## src/rtl/tone_decoder.sv

```systemverilog
// tone_decoder
//   Turns five band-pass comparator outputs into a confirmed direction command
//   for the drive state machine. Each comparator toggles at its tone frequency
//   when that tone is present. Rising edges are counted per channel over a
//   fixed window, and each channel is classified active or inactive. The
//   active set is decoded into a direction code, which must repeat over
//   several windows before the lock is asserted.
//
// Ports
//   clk    in   1  system clock (50 MHz)
//   rst    in   1  asynchronous active-high reset
//   bp1    in   1  STRAIGHT tone comparator (asynchronous)
//   bp2    in   1  LEFT tone comparator (asynchronous)
//   bp3    in   1  RIGHT tone comparator (asynchronous)
//   bp4    in   1  BACK tone comparator (asynchronous)
//   bp5    in   1  junction-marker tone comparator (asynchronous)
//   tdEn   out  1  high while a direction is locked
//   tdDir  out  2  locked direction: 00 STRAIGHT, 01 LEFT, 10 RIGHT, 11 BACK
//   tdNew  out  1  one-cycle pulse on the cycle tdEn rises
module tone_decoder #(
  parameter int WINDOW_CYCLES   = 500000,
  parameter int CNT_W           = 16,
  parameter int MIN_EDGES       = 8,
  parameter int MAX_EDGES       = 80,
  parameter int CONFIRM_WINDOWS = 3,
  parameter int LOSS_WINDOWS    = 2
) (
  input  logic       clk,
  input  logic       rst,
  input  logic       bp1,
  input  logic       bp2,
  input  logic       bp3,
  input  logic       bp4,
  input  logic       bp5,
  output logic       tdEn,
  output logic [1:0] tdDir,
  output logic       tdNew
);

  localparam int WIN_W = (WINDOW_CYCLES > 1) ? $clog2(WINDOW_CYCLES) : 1;
  localparam logic [WIN_W-1:0] WIN_LAST = WIN_W'(WINDOW_CYCLES - 1);

  localparam logic [CNT_W-1:0] MIN_CNT = CNT_W'(MIN_EDGES);
  localparam logic [CNT_W-1:0] MAX_CNT = CNT_W'(MAX_EDGES);

  localparam int FSM_MAX = (CONFIRM_WINDOWS > LOSS_WINDOWS) ? CONFIRM_WINDOWS : LOSS_WINDOWS;
  localparam int FSM_W   = $clog2(FSM_MAX + 1);
  localparam logic [FSM_W-1:0] CONF_TARGET = FSM_W'(CONFIRM_WINDOWS);
  localparam logic [FSM_W-1:0] LOSS_TARGET = FSM_W'(LOSS_WINDOWS);
  localparam logic [FSM_W-1:0] FSM_ONE     = FSM_W'(1);

  typedef enum logic [1:0] {
    IDLE   = 2'd0,
    CAND   = 2'd1,
    LOCKED = 2'd2
  } state_t;

  // Channel index 0..3 are the direction tones, index 4 is the junction marker.
  logic [4:0] bp_raw;
  logic [4:0] meta;
  logic [4:0] sync;
  logic [4:0] sync_prev;
  logic [4:0] edge_pulse;

  logic [WIN_W-1:0] win_cnt;
  logic             tick;
  logic             eval;

  logic [CNT_W-1:0] edge_cnt [5];
  logic [CNT_W-1:0] cnt_next [5];
  logic [4:0]       active;

  logic       valid;
  logic [1:0] code;

  state_t           state;
  logic [1:0]       cand_code;
  logic [FSM_W-1:0] conf_cnt;
  logic [FSM_W-1:0] loss_cnt;

  assign bp_raw     = {bp5, bp4, bp3, bp2, bp1};
  assign edge_pulse = sync & ~sync_prev;
  assign tick       = (win_cnt == WIN_LAST);

  // Two-flop synchroniser plus a history flop for rising-edge detection.
  always_ff @(posedge clk or posedge rst) begin
    if (rst) begin
      meta      <= '0;
      sync      <= '0;
      sync_prev <= '0;
    end else begin
      meta      <= bp_raw;
      sync      <= meta;
      sync_prev <= sync;
    end
  end

  // Free-running measurement window; tick marks its last cycle.
  always_ff @(posedge clk or posedge rst) begin
    if (rst) begin
      win_cnt <= '0;
    end else if (tick) begin
      win_cnt <= '0;
    end else begin
      win_cnt <= win_cnt + 1'b1;
    end
  end

  // Saturating next count, including any edge arriving in the current cycle,
  // so an edge on the tick cycle is credited to the window that is closing.
  always_comb begin
    for (int i = 0; i < 5; i++) begin
      cnt_next[i] = edge_cnt[i];
      if (edge_pulse[i] && (edge_cnt[i] != {CNT_W{1'b1}})) begin
        cnt_next[i] = edge_cnt[i] + 1'b1;
      end
    end
  end

  // Edge counters and per-window classification. Counts above MAX_CNT are
  // treated as comparator chatter rather than a real tone.
  always_ff @(posedge clk or posedge rst) begin
    if (rst) begin
      for (int i = 0; i < 5; i++) begin
        edge_cnt[i] <= '0;
      end
      active <= '0;
      eval   <= 1'b0;
    end else begin
      eval <= tick;
      for (int i = 0; i < 5; i++) begin
        if (tick) begin
          edge_cnt[i] <= '0;
          active[i]   <= (cnt_next[i] >= MIN_CNT) && (cnt_next[i] <= MAX_CNT);
        end else begin
          edge_cnt[i] <= cnt_next[i];
        end
      end
    end
  end

  // A window is a valid command only with the junction marker present and
  // exactly one direction tone active.
  always_comb begin
    valid = 1'b0;
    code  = 2'd0;
    if (active[4]) begin
      case (active[3:0])
        4'b0001: begin valid = 1'b1; code = 2'd0; end
        4'b0010: begin valid = 1'b1; code = 2'd1; end
        4'b0100: begin valid = 1'b1; code = 2'd2; end
        4'b1000: begin valid = 1'b1; code = 2'd3; end
        default: begin valid = 1'b0; code = 2'd0; end
      endcase
    end
  end

  // Confirmation FSM, advanced once per window on eval. While locked, a
  // different valid code only counts as loss; a new direction always needs a
  // full unlock and reconfirmation. tdDir changes only when a lock is taken.
  always_ff @(posedge clk or posedge rst) begin
    if (rst) begin
      state     <= IDLE;
      cand_code <= 2'd0;
      conf_cnt  <= '0;
      loss_cnt  <= '0;
      tdEn      <= 1'b0;
      tdDir     <= 2'd0;
      tdNew     <= 1'b0;
    end else begin
      tdNew <= 1'b0;
      if (eval) begin
        case (state)
          IDLE: begin
            if (valid) begin
              cand_code <= code;
              conf_cnt  <= FSM_ONE;
              if (CONFIRM_WINDOWS == 1) begin
                state    <= LOCKED;
                tdEn     <= 1'b1;
                tdDir    <= code;
                tdNew    <= 1'b1;
                loss_cnt <= '0;
              end else begin
                state <= CAND;
              end
            end
          end
          CAND: begin
            if (!valid) begin
              state    <= IDLE;
              conf_cnt <= '0;
            end else if (code == cand_code) begin
              conf_cnt <= conf_cnt + FSM_ONE;
              if ((conf_cnt + FSM_ONE) == CONF_TARGET) begin
                state    <= LOCKED;
                tdEn     <= 1'b1;
                tdDir    <= cand_code;
                tdNew    <= 1'b1;
                loss_cnt <= '0;
              end
            end else begin
              cand_code <= code;
              conf_cnt  <= FSM_ONE;
            end
          end
          LOCKED: begin
            if (valid && (code == tdDir)) begin
              loss_cnt <= '0;
            end else if ((loss_cnt + FSM_ONE) == LOSS_TARGET) begin
              state    <= IDLE;
              tdEn     <= 1'b0;
              loss_cnt <= '0;
              conf_cnt <= '0;
            end else begin
              loss_cnt <= loss_cnt + FSM_ONE;
            end
          end
          default: begin
            state <= IDLE;
          end
        endcase
      end
    end
  end

endmodule

```

## config.mk

```make
export PLATFORM = sky130hd
export DESIGN_NAME = tone_decoder
export DESIGN_NICKNAME = d
export VERILOG_FILES = /design/src/rtl/tone_decoder.sv
export SDC_FILE = /design/constraint.sdc
export NUM_CORES = 1
export LEC_CHECK = 0
export BUFFER_PORTS_ARGS = -buffer_cell sky130_fd_sc_hd__buf_4
export CORE_MARGIN = 1.5
export CORE_UTILIZATION = 40
export CTS_CLUSTER_SIZE = 20
export DETAILED_ROUTE_END_ITERATION = 8
export GPL_TIMING_DRIVEN = 0
export SLEW_MARGIN = 10
export SYNTH_ARGS = -nofsm -noshare
export SYNTH_HDL_FRONTEND = slang
export SYNTH_SLANG_ARGS = --single-unit
```

## constraint.sdc

```tcl
create_clock -name clk -period 4.7 [get_ports clk]
set_input_delay 0.705 -clock clk [delete_from_list [all_inputs] [get_ports clk]]
set_output_delay 0.705 -clock clk [all_outputs]
set_load 0.02 [all_outputs]
```

Word level (Yosys, flattened, before mapping)
Cells that the tools add are included.
{ "totals": {"ff_bits": 132, "input_bits": 7, "out_inout_bits": 4, "elab_cells": 131} }
{ "op_classes": {"n_addsub": 8, "magnitude_cmp": 10, "n_eq_ne": 25, "muxes": 46, "bitwise_logic": 2, "reduce_logical": 22} }
{ "ops": {"columns": ["op", "n"], "rows": [
  ["$mux W16", 10],
  ["$add A16 B1 Y16 const B", 5],
  ["$ge A16 B4 Y1 const B", 5],
  ["$le A16 B7 Y1 const B", 5],
  ["$ne A16 B16 Y1 const B", 5],
  ["$mux W2", 17],
  ["$reduce_and A5 Y1", 4],
  ["$add A19 B1 Y19 const B", 1],
  ["$eq A19 B19 Y1 const B", 1],
  ["$mux W19", 1],
  ["$pmux W2 S3", 3],
  ["$ne A2 B2 Y1 const B", 7],
  ["$mux W1", 12],
  ["$logic_and A1 B1 Y1", 11],
  ["$pmux W2 S2", 2],
  ["$reduce_and A7 Y1", 1],
  ["$eq A2 B2 Y1 const B", 3],
  ["$ne A3 B3 Y1 const B", 2],
  ["$reduce_and A6 Y1", 1],
  ["$and A5 B5 Y5", 1],
  ["$not A5 Y5", 1],
  ["$add A2 B1 Y2 const B", 2],
  ["$eq A2 B2 Y1", 2],
  ["$eq A4 B1 Y1 const B", 1],
  ["other kinds (9)", 10]
]} }

Longest topological paths before layout
{ "logic_depth": {"ltp_word": 8, "mapped_depth": 9, "depth_no_buf": 8} }

Worst setup path before layout
OpenSTA, ideal clock, no wires.
{ "synth_timing": {"path_type": "register to register", "start": "register edge_cnt[16] in the netlist's numbering", "end": "register active[3]", "setup_time_ps": 101, "arrival_time_ps": 2082, "required_ps": 4599, "setup_slack_ps": 2518, "stages_incl_launch_ff": 9, "synth_period_minus_slack_ps": 2182, "cell_sequence": "dfrtp_1 > ha_1 > nand2_2 > nor4_4 > nand4_2 > nor4b_2 > a31oi_1 > a211o_1 > o32ai_1"} }
{ "synth_between": {"elab_chain_cells": 5, "word_cells_on_any_way": 7, "cone_classes": "add/sub: 1; order compare: 2; eq/ne: 1; mux: 1; reduce/logical: 2"} }
{ "synth_rtl": {"columns": ["element", "line_no", "rtl"], "rows": [
  ["start: declaration", "69", "logic [CNT_W-1:0] edge_cnt [5];"],
  ["start signal: indexed assignment", "136", "edge_cnt[i] <= cnt_next[i];"],
  ["branches (longest 2 deep; another with $add A16 B1 Y16)", null, null],
  ["$mux W16 (*)", "114", "if (edge_pulse[i] && (edge_cnt[i] != {CNT_W{1'b1}})) begin"],
  ["$ge A16 B4 Y1 / $le A16 B7 Y1 (equally long branches)", "134", "active[i] <= (cnt_next[i] >= MIN_CNT) && (cnt_next[i] <= MAX_CNT);"],
  ["$logic_and A1 B1 Y1 (*)", "134", null],
  ["end signal: indexed assignment", "134", null],
  ["end: declaration", "71", "logic [4:0] active;"]
]} }
Every way passes the cells marked *.
A chain may end at the register's enable or synchronous reset.

Final worst setup path
{ "layout_timing": {"start": "register win_cnt[6]", "end": "register edge_cnt[2] in the netlist's numbering"} }
{ "layout_between": {"elab_chain_cells": 2} }
{ "layout_rtl": {"columns": ["element", "line_no", "rtl"], "rows": [
  ["start: declaration", "65", "logic [WIN_W-1:0] win_cnt;"],
  ["start signal: assignment", "105", "win_cnt <= win_cnt + 1'b1;"],
  ["$eq A19 B19 Y1", "83", "assign tick = (win_cnt == WIN_LAST);"],
  ["$mux W16", "132", "if (tick) begin"]
]} }
No other way between the ends.

==> qor.txt <==
clock group share of total power -> 39.8%
Post-CTS Resized -> 0
total grt overflow -> 0
Setup crit end kind -> flip-flop
Synth area leader -> dfrtp_1
synthesis warning total -> 0
main area contributors after synthesis -> dfrtp_1 43%, nor2_1 6.0%, xnor2_1 5.9%
Critical Path RT -> 4.97 ns
worst-case clock buffer depth -> 2
min cycle time layout -> 3.05 ns
Async S/R FF share, synth -> 100%
synthesized area -> 0.00774 mm²
M3 GR Usage -> 3.84%
number of remaining DRC errors -> 0
worst-skew pair later-pin latency -> 0.42 ns
CTS tree -> built
worst-margin pin slew -> 0.671 ns
Antenna Diode Count -> 0
post-synthesis simple-gate area fraction -> 27.5%
R2R cell count -> 7
CTS clock-pin slew for the worst setup and hold paths -> 0.06 ns
skew final -> 0.00974 ns
sequential share of power -> 40.4%
Max stage delay cell, worst path -> clkbuf_1
antenna violations before repair -> 0
htree depth -> 4
I/O Pins -> 11
CTS Hold Bufs -> 0
DP Wirelength -> 11,000 µm
Setup-failing EPs final -> 0
gr busiest metal -> met2
Crit path arrival time -> 3.32 ns
Tot Pwr -> 3.44 mW
DIE AREA -> 0.0202 mm²
Routed Antenna Nets -> 0
GR Util met1 -> 24.0%
Logic pwr share -> 19.8%
Primary FF master, synth -> dfrtp_1
P_leak -> 3.69 nW
Achievable Freq -> 0.328 GHz
Starting Density -> 41.1%
switch share -> 28.8%
synthesized instance count -> 857
Hold Violations, Final -> 0
Final Worst Setup Slack -> 1.65 ns
status -> complete, no violations
# port buffers -> 10
Crit Path Category -> reg -> reg
Crit path largest cell delay -> 0.55 ns
routability cong. -> 0.835
initial DRC count -> 379
clk root buf -> clkbuf_16
largest family of logic cells by synthesized area -> simple AND/OR/NAND/NOR gates
worst setup path startpoint -> win_cnt[6]$_DFF_PP0_
Routed WL -> 15,900 µm
drt wl/cell -> 13.7 µm
Post-layout nets -> 905
total of max-cap violations -> 0
Layout area overhead -> 13.4%
worst vdd ir -> 253 µV
largest net degree at the start of global routing -> 90
number of CTS-inserted buffers -> 17
crit path max fanout -> 10
Avg Inst Size Synth -> 9.03 µm²
CORE AREA -> 0.0188 mm²
most common cell after layout, fill and taps aside -> dfrtp_1
post-synthesis sequential area ratio -> 42.7%
CP Launch Type -> flip-flop
syn nets -> 875
ratio of cells with drive above 1 in the final layout -> 9.23%
DRT Pass-1 Iters -> 7
Vias -> 6,103
unrepaired setup endpoints after global routing -> no
Die X -> 142 µm
FF-to-FF End -> edge_cnt[2]$_DFF_PP0_
pwr dens -> 392 mW/mm²
GRT Util Overall -> 16.9%
global-route wire length before repair -> 27,700 µm
Crit path top cell by count -> clkbuf_1
most frequent cells in the layout -> 132 x dfrtp_1, 124 x nor2_1, 65 x nand2_1, 55 x nand3_1, 52 x xnor2_1
Net Sw Power -> 991 µW
cells along the critical path -> nor4b_1, nand4_1, nor3_1, clkbuf_1, clkbuf_1, clkbuf_1, nor2_1
post-synth cell types -> 75
EDFF count, synth -> 0
final worst path period share -> 64.9%
setup bufs post-CTS -> 0
flop2flop setup slack -> 1.65 ns
met2 global-route usage -> 26.1%
design internal power -> 2.45 mW
Max Slew Vio Count -> 0
Yosys reg bits -> 132
FP Rows -> 50
Synth top area share -> 42.7%
Critical R2R Launch -> win_cnt[6]$_DFF_PP0_
CTS Sinks -> 132
relative slew slack -> 54.1%
vias per cell -> 5.27
Compound-Gate Fraction of Synth Area -> 12.2%
chip height -> 142 µm
worst slack, placed -> 1.62 ns
mux contribution to synthesized area -> 1.76%
Adder-Cell Fraction of Synth Area -> 1.78%
vias in the first global route -> 5,700
post-synthesis xor/xnor area fraction -> 10.6%
CP Capture Point -> edge_cnt[2]$_DFF_PP0_
Hold Crit Class -> in -> async
Setup TNS -> 0 ns
==> critical path: cells and delay by family, from the launching register on <==
kind | cells | cell delay [ns]
buf+inv | 3 | 1.61
simple gates | 4 | 0.87
flops | 1 | 0.42
==> power groups by stage <==
stage,logic [mW],registers (mW),clock network [mW]
2_1_floorplan,0.562,1.37,0
3_3_place_gp,0.669,1.41,0
3_5_place_dp,0.677,1.41,0
4_1_cts,0.682,1.39,1.41
5_1_grt,0.775,1.41,1.46
6_report,0.681,1.39,1.37
==> synth_stat cells (all sizes together) (5+ instances only) <==
cell type	number
a21o	5
a21oi	27
a31oi	14
and2	6
and3	22
and4	10
buf	20
clkbuf	22
dfrtp	132
ha	11
inv	24
mux2	5
mux2i	8
nand2	66
nand2b	10
nand3	56
nand4	28
nand4b	5
nor2	126
nor2b	13
nor3	30
nor4	6
nor4b	6
o211ai	11
o21a	5
o21ai	22
o31ai	8
or2	6
or3	11
xnor2	52
xor2	42
==> how the worst min path moves through the flow <==
| stage | start | endpoint |
|---|---|---|
| after detailed placement | meta[4]$_DFF_PP0_ | sync[4]$_DFF_PP0_ |
| after floorplan | meta[0]$_DFF_PP0_ | sync[0]$_DFF_PP0_ |
| after CTS | rst | edge_cnt[76]$_DFF_PP0_ |
| after global placement | meta[4]$_DFF_PP0_ | sync[4]$_DFF_PP0_ |
| after global routing | rst | cand_code[0]$_DFFE_PP0P_ |
| final | rst | tdDir[0]$_DFFE_PP0P_ |
==> final cells by class <==
cell class | count | area, µm²
clock inverters | 10 | 156
clock buffers | 21 | 450
well taps | 260 | 325
flip-flops and latches | 132 | 3300
fillers | 1818 | 10000
plain buffers | 42 | 184
multi-input cells | 659 | 4170
repair buffers | 11 | 103
inverters | 24 | 95.1
==> metrics by stage <==
stage / hold slack, ns / instances / util, % / cell area, µm²
after CTS: 0.311 / 1159 / 46.6 / 8780
final: 0.299 / 1159 / 46.6 / 8780
after detailed placement: 0.335 / 1128 / 43.4 / 8180
after global placement: 0.333 / 1127 / 43.2 / 8140
after global routing: 0.333 / 1159 / 46.6 / 8780
after floorplan: 0.331 / 857 / - / 7740
==> sequential cells by signal (all words and copies together), names as in the netlist, 2 cells and up <==
register / count
active: 5
cand_code: 2
edge_cnt: 80
sync: 5
loss_cnt: 2
conf_cnt: 2
meta: 5
state: 2
sync_prev: 5
win_cnt: 19
tdDir: 2
==> per-layer routing <==
layer  up-vias  routed length [µm]
li1       3112                   -
met1      2891                8150
met2        83                7070
met3        17                 454
met4         0                 171
met5         -                   0
==> kinds of logic after synthesis <==
group	Yosys count
buffers and inverters	66
XOR/XNOR	94
AO/OA/AOI/OAI	132
multiplexers	13
adder cells (fa/ha/maj)	11
AND/OR/NAND/NOR	409
flip-flops	132
Power figures use the tool's default switching activity.
